`src/rtl/sync_fifo_rd_port.sv`:
```
// Read side of a synchronous FIFO.
// It reads the memory combinationally at rd_ptr and presents one word from a
// single output register, with a valid/ready handshake toward the consumer.
// Pointers are ADDR_WIDTH+1 bits wide. The MSB is a wrap bit, so the port can
// tell a full memory apart from an empty one.

`ifndef FIFO_DEPTH
`define FIFO_DEPTH 16
`endif
`ifndef DATA_WIDTH
`define DATA_WIDTH 8
`endif

module sync_fifo_rd_port #(
   parameter int MEM_DEPTH  = `FIFO_DEPTH,
   parameter int DATA_WIDTH = `DATA_WIDTH,
   parameter int ADDR_WIDTH = $clog2(MEM_DEPTH)
) (
   input  logic                  clk,
   input  logic                  reset_n,
   input  logic [ADDR_WIDTH:0]   wr_ptr,
   input  logic [DATA_WIDTH-1:0] mem_rd_data,
   input  logic                  flush,
   input  logic                  out_ready,
   output logic [ADDR_WIDTH-1:0] mem_rd_addr,
   output logic [ADDR_WIDTH:0]   rd_ptr,
   output logic [DATA_WIDTH-1:0] out_data,
   output logic                  out_valid,
   output logic                  empty,
   output logic [ADDR_WIDTH+1:0] level,
   output logic                  ptr_err
);

   typedef enum logic {
      IDLE = 1'b0,
      HOLD = 1'b1
   } state_t;

   localparam logic [ADDR_WIDTH:0] DEPTH_CNT = (ADDR_WIDTH+1)'(MEM_DEPTH);

   state_t                state;
   state_t                state_nxt;
   logic [ADDR_WIDTH:0]   mem_cnt;
   logic                  mem_empty;
   logic                  load;

   // Occupancy of the memory alone. Modular subtraction stays correct across
   // the wrap bit.
   assign mem_cnt     = wr_ptr - rd_ptr;
   assign mem_empty   = (wr_ptr == rd_ptr);
   assign mem_rd_addr = rd_ptr[ADDR_WIDTH-1:0];

   // A pop refills the output register. It happens when the register is free
   // or is being drained this cycle.
   assign load = !mem_empty && !flush && ((state == IDLE) || out_ready);

   // All outputs below come from registered state and from wr_ptr.
   // out_ready never reaches out_valid or out_data combinationally.
   assign out_valid = (state == HOLD);
   assign empty     = mem_empty && !out_valid;
   assign level     = {1'b0, mem_cnt} + (ADDR_WIDTH+2)'(out_valid);

   // Next state of the output stage. Flush has priority over load and drain.
   always_comb begin
      // NOTE: a default is assigned first so that every path through the block
      // drives state_nxt and no latch is inferred.
      state_nxt = state;
      if (flush) begin
         state_nxt = IDLE;
      end else if (load) begin
         state_nxt = HOLD;
      end else if ((state == HOLD) && out_ready) begin
         state_nxt = IDLE;
      end
   end

   // State register, read pointer and output word. Reset is synchronous and
   // overrides flush and load.
   always_ff @(posedge clk) begin
      // NOTE: sequential state uses non-blocking assignments. Every register
      // then samples values from before the edge, whatever the statement order.
      if (!reset_n) begin
         state    <= IDLE;
         rd_ptr   <= '0;
         out_data <= '0;
      end else begin
         state <= state_nxt;
         if (flush) begin
            rd_ptr <= wr_ptr;
         end else if (load) begin
            rd_ptr   <= rd_ptr + 1'b1;
            out_data <= mem_rd_data;
         end
      end
   end

   // Sticky error flag. It is set when the write side claims more words than
   // the memory can hold.
   always_ff @(posedge clk) begin
      if (!reset_n) begin
         ptr_err <= 1'b0;
      end else if (mem_cnt > DEPTH_CNT) begin
         ptr_err <= 1'b1;
      end
   end

endmodule
```
`config.mk`:
```
export PLATFORM = sky130hd
export DESIGN_NAME = sync_fifo_rd_port
export DESIGN_NICKNAME = d
export VERILOG_FILES = /design/src/rtl/sync_fifo_rd_port.sv
export SDC_FILE = /design/constraint.sdc
export NUM_CORES = 1
export LEC_CHECK = 0
export BUFFER_PORTS_ARGS = -buffer_cell sky130_fd_sc_hd__buf_2
export CORE_MARGIN = 2
export CORE_UTILIZATION = 51
export CTS_BUF_LIST = sky130_fd_sc_hd__clkbuf_4 sky130_fd_sc_hd__clkbuf_8
export DETAILED_ROUTE_END_ITERATION = 10
export PLACE_DENSITY = 0.86
export SLEW_MARGIN = 20
export SYNTH_ARGS = -nofsm -noshare
export SYNTH_HDL_FRONTEND = slang
export SYNTH_SLANG_ARGS = --single-unit
```
`constraint.sdc`:
```
create_clock -name clk -period 4.04 [get_ports clk]
set_input_delay 0 -clock clk [delete_from_list [all_inputs] [get_ports clk]]
set_output_delay 0 -clock clk [all_outputs]
set_load 0.05 [all_outputs]
```
**Word-level counts from Yosys, hierarchy flattened**

Cells that the tools add are included.

- Reduce and logical (&&, ||, !) cells: 12
- Bitwise operators: 3
- Multiplexer cells: 4
- Eq/ne operators: 1
- Add/subtract/negate cells: 3
- Order comparisons: 1

Operators with widths:

| operator | number |
|---|---|
| $mux W5 | 2 |
| $add A5 B1 Y6 | 1 |
| $add A5 B1 Y5 const B | 1 |
| $eq A5 B5 Y1 | 1 |
| $gt A5 B5 Y1 const B | 1 |
| $sub A5 B5 Y5 | 1 |
| $logic_and A1 B1 Y1 | 4 |
| $reduce_bool A2 Y1 | 2 |
| $logic_not A1 Y1 | 3 |
| $not A1 Y1 | 3 |
| $mux W1 | 2 |
| $reduce_and A2 Y1 | 1 |
| $reduce_or A2 Y1 | 1 |
| $logic_or A1 B1 Y1 | 1 |

- Output and inout port bits: 26
- Word-level logic and storage cells: 28
- Bits of input ports: 17
- Flip-flop bits (word level): 15

**Logic depth before layout (Yosys ltp)**

Gate-level depths: netlist (run 1).

- Word-level depth: 6
- Mapped depth: 8
- Gate-level depth less buffers: 8

**Least setup slack after synthesis (run 1)**

No wires, ideal clock.

- Kind: reg2out
- From: reg rd_ptr[0]
- To: out level[4]
- Data arrival time: 2,703 ps
- Required time: 4,040 ps
- Path buffers: 0
- Stages on the path, launching flop included: 8
- Slack: 1,337 ps
- Cell sequence: dfxtp_1 > ha_1 > inv_1 > fa_1 > ha_1 > and2_1 > nand3b_1 > xnor2_1

- Cells in the longest elaborated chain, start to end: 2

RTL lines:

| item | line | source |
|---|---|---|
| from (decl) | 26 | `output logic [ADDR_WIDTH:0] rd_ptr,` |
| from (signal assigned) | 89 | `rd_ptr <= wr_ptr;` |
| from (signal assigned) | 91 | `rd_ptr <= rd_ptr + 1'b1;` |
| $sub A5 B5 Y5 | 49 | `assign mem_cnt = wr_ptr - rd_ptr;` |
| $add A5 B1 Y6 | 61 | `assign level = {1'b0, mem_cnt} + (ADDR_WIDTH+2)'(out_valid);` |
| to (decl) | 30 | `output logic [ADDR_WIDTH+1:0] level,` |

No other way between the ends.

**Worst setup path in the final report (run 1)**

- From: reg rd_ptr[0]
- To: out level[5]

The elaborated chain is that of the path after synthesis.

==> metrics.cfg, run 1 <==
[clocking]
clk_latency_ns = 0.28
cts_buffers = 3
cts_root_buffer = clkbuf_4
cts_setup_buffers = 0
cts_tree = done
clock_sinks = 15
htreeDepth = 1
clk_pin_slew_ns = 0.09
clk_path_buf_depth = 2

[sta]
finalHoldWorstSlack_ns = 0.0309
period_minus_slack_ns = 2.35
fin_tns_setup_ns = 0
finalCritPeriodShare = 0.583
clock_skew_ns = 0.00107
maxSlewViolCount = 0
tightestPinTransition_ns = 0.603
rsz0062_at_grt = no
max_slew_margin = 0.597
setup_violations = 0
report.final.hold_viol_count = 0
timing.fmax_ghz = 0.425

[logic_synthesis]
avgSynthCellArea_um2 = 8.29
ys_top_cells_by_area = dfxtp_1 (32%), ha_1 (9.3%), o21ai_0 (6.9%), nand3_1 (4.8%), nand2_1 (4.8%)
synth-edff-count = 0
yosysTopAreaCell = dfxtp_1
ys_seq_area_frac = 0.320
synth_top_area_share = 0.320
synth_area_um2 = 937
synthDistinctLibCells = 34
synth-async-reset-ratio = 0
yosysWarnings = 0
syn_nets = 138
synth_flop_cell = dfxtp_1
syn_inst = 113
ys_ff_latch = 15

[placed_design]
place_inst = 172
place_congestion = 0.856
port-buffer-count = 42
dpl.hpwl_um = 1670
placed_area_um2 = 1130

[die]
die_w_um = 46.9
io_pins = 43
die-area_um2 = 2200
core_area_um2 = 1730
start_util = 0.543
rows = 15
die_y_um = 46.9

[setup_path]
rr_endpoint = out_data[6]$_SDFFE_PN0P_
reg2reg_from = rd_ptr[2]$_SDFFE_PN0P_
crit_path_max_incr_delay_ns = 0.42
crit_type = reg2out
worstPathCellList = ha_1 > inv_1 > fa_1 > a21o_1 > a21oi_1 > xnor2_1 > and3_1 > buf_2
cp.required_ns = 4.04
ff2ff_setup_slack_ns = 1.98
slowest_stage = dfxtp_1
cp-start-kind = flip-flop
cp_max_fo = 6
cp_num_buf_inv = 2
rr_worst_depth = 6
crit_family = adder cells
cp.arrival_ns = 2.35
cp-end-kind = output port
cp.depth = 8

[cells_and_area]
nets = 185
syn_to_final_growth_pct = 32.6
drive_gt1_frac = 0.302
diodes = 0
fin_area_um2 = 1240
regArea_um2 = 300
multi_input_area_um2 = 561
instances_no_fill = 184
nFillCells = 143

[detailed_routing]
viasPerCell = 5.19
drt-initial-drc-count = 16
drc = 0
wl_um = 2270
first_pass_iters = 4
ant_nets = 0
vias = 955
wire_per_inst_um = 12.3

[hold_path]
hold_path.class = in2reg
holdPathStages = 3
hold_end = rd_ptr[2]$_SDFFE_PN0P_
hp-start = wr_ptr[2]

[job]
maxCapViolations = 0

[global_routing]
grt_pass1_vias = 816
grt_pass1_wl_um = 3350
grt_overflow = 0
grt_max_degree = 25
grtUsageTotal = 0.217
antenna_found_initial = 0

[power]
max-vdd-ir-drop_mv = 0.234
power_w = 0.000495
leakage_nw = 0.602
powerDensity_nw_per_um2 = 398

[outcome]
status = complete, no violations

cell type report:
cell class / instances / share of cell area
multi-input combinational: 82 / 0.451
sequential: 15 / 0.242
timing repair buffer: 50 / 0.234
tap: 25 / 0.0252
clock buffer: 4 / 0.0242
inverter: 8 / 0.0242
sequential cells by signal, summed over array words and instances, names as in the netlist:
register,flops
out_data,8
out_valid,1
ptr_err,1
rd_ptr,5
stage by stage:
stage	util	worst slack, ns
6_report	0.720	1.69
5_1_grt	0.720	1.53
4_1_cts	0.720	1.66
3_5_place_dp	0.656	1.99
3_3_place_gp	0.656	2.05
2_1_floorplan	-	1.34
logic make-up (layout without fill, tap and decap cells):
family	after synthesis	after routing	synth area share
fa+ha+maj	8	8	0.115
xor+xnor	8	8	0.0748
simple gates	38	38	0.208
compound gates	28	28	0.200
flops	15	15	0.320
buf+inv	16	62	0.0814
synthesized netlist by cell type (all sizes together), types with 4 or more instances:
cell and n:
inv 8, o21ai 14, ha 7, a21oi 4
buf 5, nand2 12, nand3 9, dfxtp 15
xor2 4, xnor2 4
power breakdown:
group / total, W / internal (W) / switching, W
logic: 0.000231 / 0.0000642 / 0.000167
registers: 0.000170 / 0.000160 / 0.00000973
clock network: 0.0000936 / 0.0000451 / 0.0000485
total: 0.000495 / 0.000269 / 0.000225
worst min-delay path: stages:
cell	delay (ns)
buf_2	0.09
o21ai_0	0.08
a21oi_1	0.11
worst max-delay path by stage:
| stage | start | to |
|---|---|---|
| 2_1_floorplan | rd_ptr[0]$_SDFFE_PN0P_ | level[4] |
| 3_3_place_gp | rd_ptr[0]$_SDFFE_PN0P_ | level[5] |
| 3_5_place_dp | rd_ptr[0]$_SDFFE_PN0P_ | level[5] |
| 4_1_cts | rd_ptr[0]$_SDFFE_PN0P_ | level[5] |
| 5_1_grt | rd_ptr[0]$_SDFFE_PN0P_ | level[5] |
| 6_report | rd_ptr[0]$_SDFFE_PN0P_ | level[5] |
routing by layer:
metal  GRT usage  wire length (µm)  vias up
li1            -                 -      488
met1       0.221               897      426
met2       0.422              1220       37
met3      0.0500               128        4
met4      0.0833                29        0
met5           0                 0        -
what timing repair did:
item | CTS | global route
resized for setup | 0 | 0
hold endpoints to repair | 8 | 0
hold buffers | 8 | 0
cells in the final DEF (no fill, tap or decap), drive strengths merged, types with 2 or more instances in the layout:
| cell type | n |
|---|---|
| a211oi | 2 |
| nor2 | 3 |
| xnor2 | 4 |
| buf | 42 |
| and3 | 3 |
| o21ai | 14 |
| dfxtp | 15 |
| nand3 | 9 |
| nand3b | 3 |
| clkbuf | 4 |
| nand2 | 12 |
| ha | 7 |
| a21oi | 4 |
| nor2b | 2 |
| dlygate4sd3 | 8 |
| xor2 | 4 |
| inv | 8 |
No activity file was read; power rests on OpenSTA's default activity.
==> inputs of run 2 (changes only) <==
--- a/config.mk
+++ b/config.mk
@@ -6,11 +6,12 @@
 export NUM_CORES = 1
 export LEC_CHECK = 0
 export BUFFER_PORTS_ARGS = -buffer_cell sky130_fd_sc_hd__buf_2
+export CORE_ASPECT_RATIO = 0.7
 export CORE_MARGIN = 2
-export CORE_UTILIZATION = 51
+export CORE_UTILIZATION = 43
 export CTS_BUF_LIST = sky130_fd_sc_hd__clkbuf_4 sky130_fd_sc_hd__clkbuf_8
 export DETAILED_ROUTE_END_ITERATION = 10
-export PLACE_DENSITY = 0.86
+export PLACE_DENSITY = 0.77
 export SLEW_MARGIN = 20
 export SYNTH_ARGS = -nofsm -noshare
 export SYNTH_HDL_FRONTEND = slang
==> constraint.sdc (replaced) <==
create_clock -name clk -period 2 [get_ports clk]
set_input_delay 0 -clock clk [delete_from_list [all_inputs] [get_ports clk]]
set_output_delay 0 -clock clk [all_outputs]
set_load 0.05 [all_outputs]
==> run 2 against run 1 <==
  * The run now ends with setup timing left
  * Register-to-register slack got worse by 1.9 ns
  * Critical path depth did not move
  * Combinational power increased by 150%
  * Sequential power up 100%
  * Critical endpoint is now level[4]
  * Largest cell class unchanged
==> metrics.cfg, run 2 (synthesized netlist as in run 1, its figures left out) <==
[job]
maxCapViolations = 0  ; unchanged

[outcome]
status = finished, violations left  ; was complete, no violations
violations = setup timing

[sta]
period_minus_slack_ns = 2.15
setup_slack_ns = -0.152  ; was 1.69 ns
finalCritPeriodShare = 1.08
rsz0062_at_grt = yes  ; was no
tightestPinTransition_ns = 0.643  ; was 0.603 ns
maxSlewViolCount = 0  ; unchanged
report.final.hold_viol_count = 0  ; unchanged
fin_tns_setup_ns = -0.348  ; was 0 ns
setup_violations = 3  ; was 0
clock_skew_ns = 0.00149  ; was 0.00107 ns
finalHoldWorstSlack_ns = 0.0228  ; was 0.0309 ns
timing.fmax_ghz = 0.465
max_slew_margin = 0.568  ; was 0.597

[setup_path]
crit_type = reg2out  ; unchanged
critPathLaunch = rd_ptr[0]$_SDFFE_PN0P_  ; unchanged
cp-start-kind = flip-flop  ; unchanged
cp_max_fo = 3  ; was 6
rr_endpoint = ptr_err$_SDFFE_PN0N_  ; was out_data[6]$_SDFFE_PN0P_
ff2ff_setup_slack_ns = 0.07  ; was 1.98 ns
cp-end-kind = output port  ; unchanged
cp.required_ns = 2.00  ; was 4.04 ns
reg2reg_from = rd_ptr[0]$_SDFFE_PN0P_  ; was rd_ptr[2]$_SDFFE_PN0P_
rr_worst_depth = 5  ; was 6
cp.arrival_ns = 2.15  ; was 2.35 ns

[global_routing]
grt_overflow = 0  ; unchanged
grt_pass1_wl_um = 4170  ; was 3350 µm
grt_max_degree = 25  ; unchanged
grtUsageTotal = 0.217  ; about the same
antenna_found_initial = 0  ; unchanged
grt_pass1_vias = 906  ; was 816

[clocking]
htreeDepth = 1  ; unchanged
cts_buffers = 3  ; unchanged
clk_pin_slew_ns = 0.09  ; about the same
cts_root_buffer = clkbuf_4  ; unchanged
cts_tree = done  ; unchanged
clk_latency_ns = 0.28  ; about the same
clk_path_buf_depth = 2  ; unchanged
clock_sinks = 15  ; unchanged

[hold_path]
hold_end = rd_ptr[2]$_SDFFE_PN0P_  ; unchanged
holdPathStages = 3  ; unchanged
hold_path.class = in2reg  ; unchanged
hp-start = wr_ptr[2]  ; unchanged

[placed_design]
port-buffer-count = 42  ; unchanged
place_inst = 175  ; was 172
place_congestion = 0.962  ; was 0.856
dpl.hpwl_um = 1910  ; was 1670 µm
placed_area_um2 = 1210  ; was 1130 µm²

[detailed_routing]
wl_met2_um = 1320  ; was 1220 µm
viasPerCell = 5.30  ; was 5.19
met1Wirelength_um = 1220  ; was 897 µm
wl_um = 2770  ; was 2270 µm
drc = 0  ; unchanged
vias = 997  ; was 955
wire_per_inst_um = 14.7  ; was 12.3 µm
drt-initial-drc-count = 18  ; was 16
ant_nets = 0  ; unchanged
met3_length_um = 194  ; was 128 µm
first_pass_iters = 4  ; unchanged
top_layer = met4  ; unchanged

[cells_and_area]
syn_to_final_growth_pct = 50.6  ; was 32.6%
fin_area_um2 = 1410  ; was 1240 µm²
regMostFlops = out_data  ; unchanged
nets = 190  ; was 185
final_cell_mix = buf_2 (38), o21ai_0 (13), nand2_1 (12)  ; was buf_2 (42), dfxtp_1 (15), o21ai_0 (13)
largest_reg_flops = 8  ; unchanged
nFillCells = 164  ; was 143
layout_commonest_cell = buf_2  ; unchanged
diodes = 0  ; unchanged
reg.largest.list = out_data x8, rd_ptr x5  ; unchanged
drive_gt1_frac = 0.451  ; was 0.302
instances_no_fill = 188  ; was 184

[power]
max-vdd-ir-drop_mv = 0.544  ; was 0.234 mV
power_w = 0.00110  ; was 0.000495 W
powerDensity_nw_per_um2 = 779  ; was 398 nW/µm²
leakage_nw = 0.652  ; was 0.602 nW

[die]
rows = 14  ; was 15
io_pins = 43  ; unchanged
die_y_um = 43.1  ; was 46.9 µm
start_util = 0.446  ; was 0.543
die-area_um2 = 2570  ; was 2200 µm²
core_area_um2 = 2100  ; was 1730 µm²
die_w_um = 59.8  ; was 46.9 µm

## run 2: changes by cell type in the layout (fill, tap and decap cells not counted), moves of 3 or more
cell | previous run | this run
ha_1 | 7 | 4
buf_2 | 42 | 38
dfxtp_1 | 15 | 11
buf_4 | 0 | 6
## run 2: how the worst max path moves through the flow
stage,end,cells after the start
final,level[4],8
after global routing,level[4],8
after CTS,level[4],8
after detailed placement,level[5],8
after global placement,level[5],8
after floorplan,level[4],7
## run 2: what timing repair did
item | in CTS | in global routing
endpoints found under the hold margin | 8 | 0
hold buffers | 8 | 0
pin swaps | 0 | 4
endpoints found under the setup margin | 4 | 5
gates resized for setup | 15 | 8
setup buffers | 1 | 0
## run 2: power breakdown
group          internal [W]  leakage (nW)  total, W  switching (W)
registers          0.000324         0.126  0.000343      0.0000188
logic              0.000192         0.508  0.000572       0.000380
clock network     0.0000910        0.0184  0.000185      0.0000941
## run 2: layer usage
metal	vias to the layer above	GRT usage
met5	-	0
met4	0	0.0578
met3	4	0.0610
met2	35	0.339
met1	461	0.291
li1	497	-
## run 2: cell type report
type,count,area [µm²],share of cell area
multi-input cells,82,658,0.466
clock buffers,4,30.0,0.0213
well taps,24,30.0,0.0213
inverters,8,30.0,0.0213
flip-flops and latches,15,310,0.220
repair buffers,55,353,0.250
## run 2: worst max-delay path, stage by stage, from the launching register on
cell and delay [ns]:
dfxtp_4 0.37, ha_4 0.13, inv_2 0.04, fa_2 0.58, ha_4 0.15, and2_4 0.15, nand3b_1 0.13, xnor2_2 0.16
buf_6 0.18
## run 2: stage by stage
| stage | worst slack [ns] | utilization |
|---|---|---|
| 4_1_cts | -0.155 | 0.656 |
| 6_report | -0.152 | 0.671 |
| 2_1_floorplan | -0.106 | - |
| 3_5_place_dp | -0.0401 | 0.576 |
| 5_1_grt | -0.232 | 0.671 |
| 3_3_place_gp | 0.0503 | 0.576 |
==> inputs of run 3 (changes only) <==
==> config.mk (replaced) <==
export PLATFORM = sky130hd
export DESIGN_NAME = sync_fifo_rd_port
export DESIGN_NICKNAME = d
export VERILOG_FILES = /design/src/rtl/sync_fifo_rd_port.sv
export SDC_FILE = /design/constraint.sdc
export NUM_CORES = 1
export LEC_CHECK = 0
export BUFFER_PORTS_ARGS = -buffer_cell sky130_fd_sc_hd__buf_4
export CORE_ASPECT_RATIO = 0.7
export CORE_MARGIN = 2
export CORE_UTILIZATION = 41
export CTS_BUF_LIST = sky130_fd_sc_hd__clkbuf_16
export DETAILED_ROUTE_END_ITERATION = 10
export PLACE_DENSITY = 0.74
export SLEW_MARGIN = 20
export SYNTH_ARGS = -nofsm -noshare
export SYNTH_HDL_FRONTEND = slang
export SYNTH_SLANG_ARGS = --single-unit
==> run 3 against run 2 <==
  * Fmax is 0.51% lower
  * Clock skew up 0.0043 ns
  * Clock power up 120%
  * Critical endpoint unchanged
  * Critical path depth unchanged
  * Hold slack lost 0.015 ns
  * Core utilization is 8.3 points higher
  * Combinational power grew 16%
  * Total power is 28% higher
  * Sequential power increased by 2%
  * Sequential cell count unchanged
  * The run still ends with setup timing left
  * First-iteration DRC count grew to 2.8 times the previous value
==> metrics.cfg, run 3 (synthesized netlist as in run 1, its figures left out) <==
[setup_path]
crit_type = reg2out  ; unchanged
cp.arrival_ns = 2.16  ; was 2.15 ns
crit_top_cell = ha_4  ; unchanged
critPathLaunch = rd_ptr[0]$_SDFFE_PN0P_  ; unchanged
cp-start-kind = flip-flop  ; unchanged
reg2reg_from = rd_ptr[0]$_SDFFE_PN0P_  ; unchanged
crit_path_max_incr_delay_ns = 0.58  ; about the same
ff2ff_setup_slack_ns = -0.13  ; was 0.07 ns
cp-end-kind = output port  ; unchanged
slowest_stage = fa_2  ; unchanged
crit_end = level[4]  ; unchanged
worstPathCellList = ha_4 > inv_2 > fa_2 > ha_4 > and2_4 > nand3b_1 > xnor2_2 > buf_6  ; unchanged
cp.required_ns = 2.00  ; about the same
rr_worst_depth = 7  ; was 5
cp_num_buf_inv = 2  ; unchanged
cp_max_fo = 2  ; was 3
cp.depth = 8  ; unchanged
crit_family = adder cells  ; unchanged
rr_endpoint = ptr_err$_SDFFE_PN0N_  ; unchanged

[power]
leakage_nw = 0.721  ; was 0.652 nW
switching_power_w = 0.000560  ; was 0.000493 W
switching_share = 0.398  ; was 0.448
max-vdd-ir-drop_mv = 0.634  ; was 0.544 mV
p_int_w = 0.000849  ; was 0.000607 W
powerDensity_nw_per_um2 = 867  ; was 779 nW/µm²
clkPwrFrac = 0.283  ; was 0.168
p_seq_frac = 0.247  ; was 0.312
power_frac_comb = 0.470  ; was 0.520

[detailed_routing]
viasPerCell = 5.55  ; was 5.30
drc = 0  ; unchanged
first_pass_iters = 4  ; unchanged
ant_nets = 0  ; unchanged
drt-initial-drc-count = 51  ; was 18
vias = 1099  ; was 997
wire_per_inst_um = 16.9  ; was 14.7 µm
wl_um = 3350  ; was 2770 µm

[sta]
period_minus_slack_ns = 2.16  ; was 2.15 ns
finalHoldWorstSlack_ns = 0.00760  ; was 0.0228 ns
finalCritPeriodShare = 1.08  ; about the same
max_slew_margin = 0.551  ; was 0.568
report.final.hold_viol_count = 0  ; unchanged
clock_skew_ns = 0.00579  ; was 0.00149 ns
setup_violations = 4  ; was 3
maxSlewViolCount = 0  ; unchanged
timing.fmax_ghz = 0.462  ; was 0.465 GHz
tightestPinTransition_ns = 0.669  ; was 0.643 ns
rsz0062_at_grt = yes  ; unchanged
setup_slack_ns = -0.163  ; was -0.152 ns

[global_routing]
grt_max_degree = 25  ; unchanged
grt_overflow = 0  ; unchanged
grtUsageTotal = 0.221  ; was 0.217
antenna_found_initial = 0  ; unchanged
use_met3 = 0.0597  ; was 0.0610
globalRouteMet1Util = 0.317  ; was 0.291
grt_pass1_vias = 943  ; was 906
grt_most_used_layer = met2  ; unchanged
grt_use_met2 = 0.343  ; was 0.339
grt_pass1_wl_um = 4390  ; was 4170 µm

[die]
rows = 14  ; unchanged
die_w_um = 61.1  ; was 59.8 µm
io_pins = 43  ; unchanged
die-area_um2 = 2690  ; was 2570 µm²
die_y_um = 44  ; was 43.1 µm
start_util = 0.435  ; was 0.446
core_area_um2 = 2150  ; was 2100 µm²

[clocking]
clk_pin_slew_ns = 0.05  ; was 0.09 ns
clock_sinks = 15  ; unchanged
clk_path_buf_depth = 2  ; unchanged
htreeDepth = 1  ; unchanged
cts_buffers = 3  ; unchanged
clk_latency_ns = 0.25  ; was 0.28 ns
cts_tree = done  ; unchanged
cts_root_buffer = clkbuf_16  ; was clkbuf_4

[placed_design]
place_congestion = 0.899  ; was 0.962
port-buffer-count = 42  ; unchanged
place_ws_ns = 0.0193  ; was -0.0401 ns
placed_area_um2 = 1330  ; was 1210 µm²
dpl.hpwl_um = 2000  ; was 1910 µm

[cells_and_area]
drive_gt1_frac = 0.476  ; was 0.451
layout_commonest_cell = buf_4  ; was buf_2
reg.largest.list = out_data x8, rd_ptr x5  ; unchanged
regMostFlops = out_data  ; unchanged
fin_area_um2 = 1630  ; was 1410 µm²
postLayoutCoreUtil = 0.754  ; was 0.671
final_cell_mix = buf_4 (43), o21ai_0 (13), nand2_1 (12)  ; was buf_2 (38), o21ai_0 (13), nand2_1 (12)
nets = 192  ; was 190
largest_reg_flops = 8  ; unchanged
syn_to_final_growth_pct = 73.4  ; was 50.6%
diodes = 0  ; unchanged

[job]
maxCapViolations = 0  ; unchanged

[outcome]
violations = setup timing  ; unchanged
status = finished, violations left  ; unchanged

[hold_path]
hold_path.class = in2reg  ; unchanged

run 3: metal layers:
metal / wire [µm] / up-vias
met5: 0 / -
met4: 64 / 0
met3: 285 / 12
met2: 1620 / 71
met1: 1380 / 519
li1: - / 497
run 3: area by class of cell:
type | instances | area [µm²]
multi-input cells | 82 | 686
fillers | 149 | 529
repair buffers | 57 | 479
flip-flops and latches | 15 | 310
clock buffers | 3 | 75.1
well taps | 32 | 40.0
inverters | 8 | 30.0
clock inverters | 1 | 5.00
run 3: power groups by stage:
stage / Combinational [W] / Clock, W / Sequential [W]
final: 0.000662 / 0.000398 / 0.000349
after global routing: 0.000691 / 0.000413 / 0.000351
after floorplan: 0.000302 / 0 / 0.000436
after global placement: 0.000532 / 0 / 0.000350
after CTS: 0.000589 / 0.000398 / 0.000347
after detailed placement: 0.000540 / 0 / 0.000351
run 3: tightest hold or removal path: cells and delay by family:
| family | cells | cell delay (ns) |
|---|---|---|
| simple gates | 1 | 0.07 |
| buf+inv | 1 | 0.08 |
| compound gates | 1 | 0.07 |
run 3: what timing repair did:
action / CTS / global route
hold buffers: 7 / 0
pin swaps: 2 / 2
endpoints found under the setup margin: 4 / 6
gates resized for setup: 13 / 17
cloned: 0 / 0
hold endpoints to repair: 7 / 0
setup buffers: 3 / 1
run 3: worst min path at each step:
stage | from | end | slack [ns] | cells past startpoint
6_report | mem_rd_data[7] | out_data[7]$_SDFFE_PN0P_ | 0.008 | 3
5_1_grt | mem_rd_data[7] | out_data[7]$_SDFFE_PN0P_ | 0.02 | 3
4_1_cts | mem_rd_data[7] | out_data[7]$_SDFFE_PN0P_ | 0.02 | 3
3_5_place_dp | mem_rd_data[6] | out_data[6]$_SDFFE_PN0P_ | 0.23 | 3
3_3_place_gp | mem_rd_data[1] | out_data[1]$_SDFFE_PN0P_ | 0.22 | 3
2_1_floorplan | mem_rd_data[0] | out_data[0]$_SDFFE_PN0P_ | 0.13 | 2
run 3: per-stage QoR:
step	cells	total power (W)	setup TNS, ns
global route	198	0.00146	-0.691
CTS	197	0.00133	-0.216
floorplan	113	0.000738	-0.106
finish	198	0.00141	-0.485
detailed placement	183	0.000891	0
global placement	183	0.000882	0
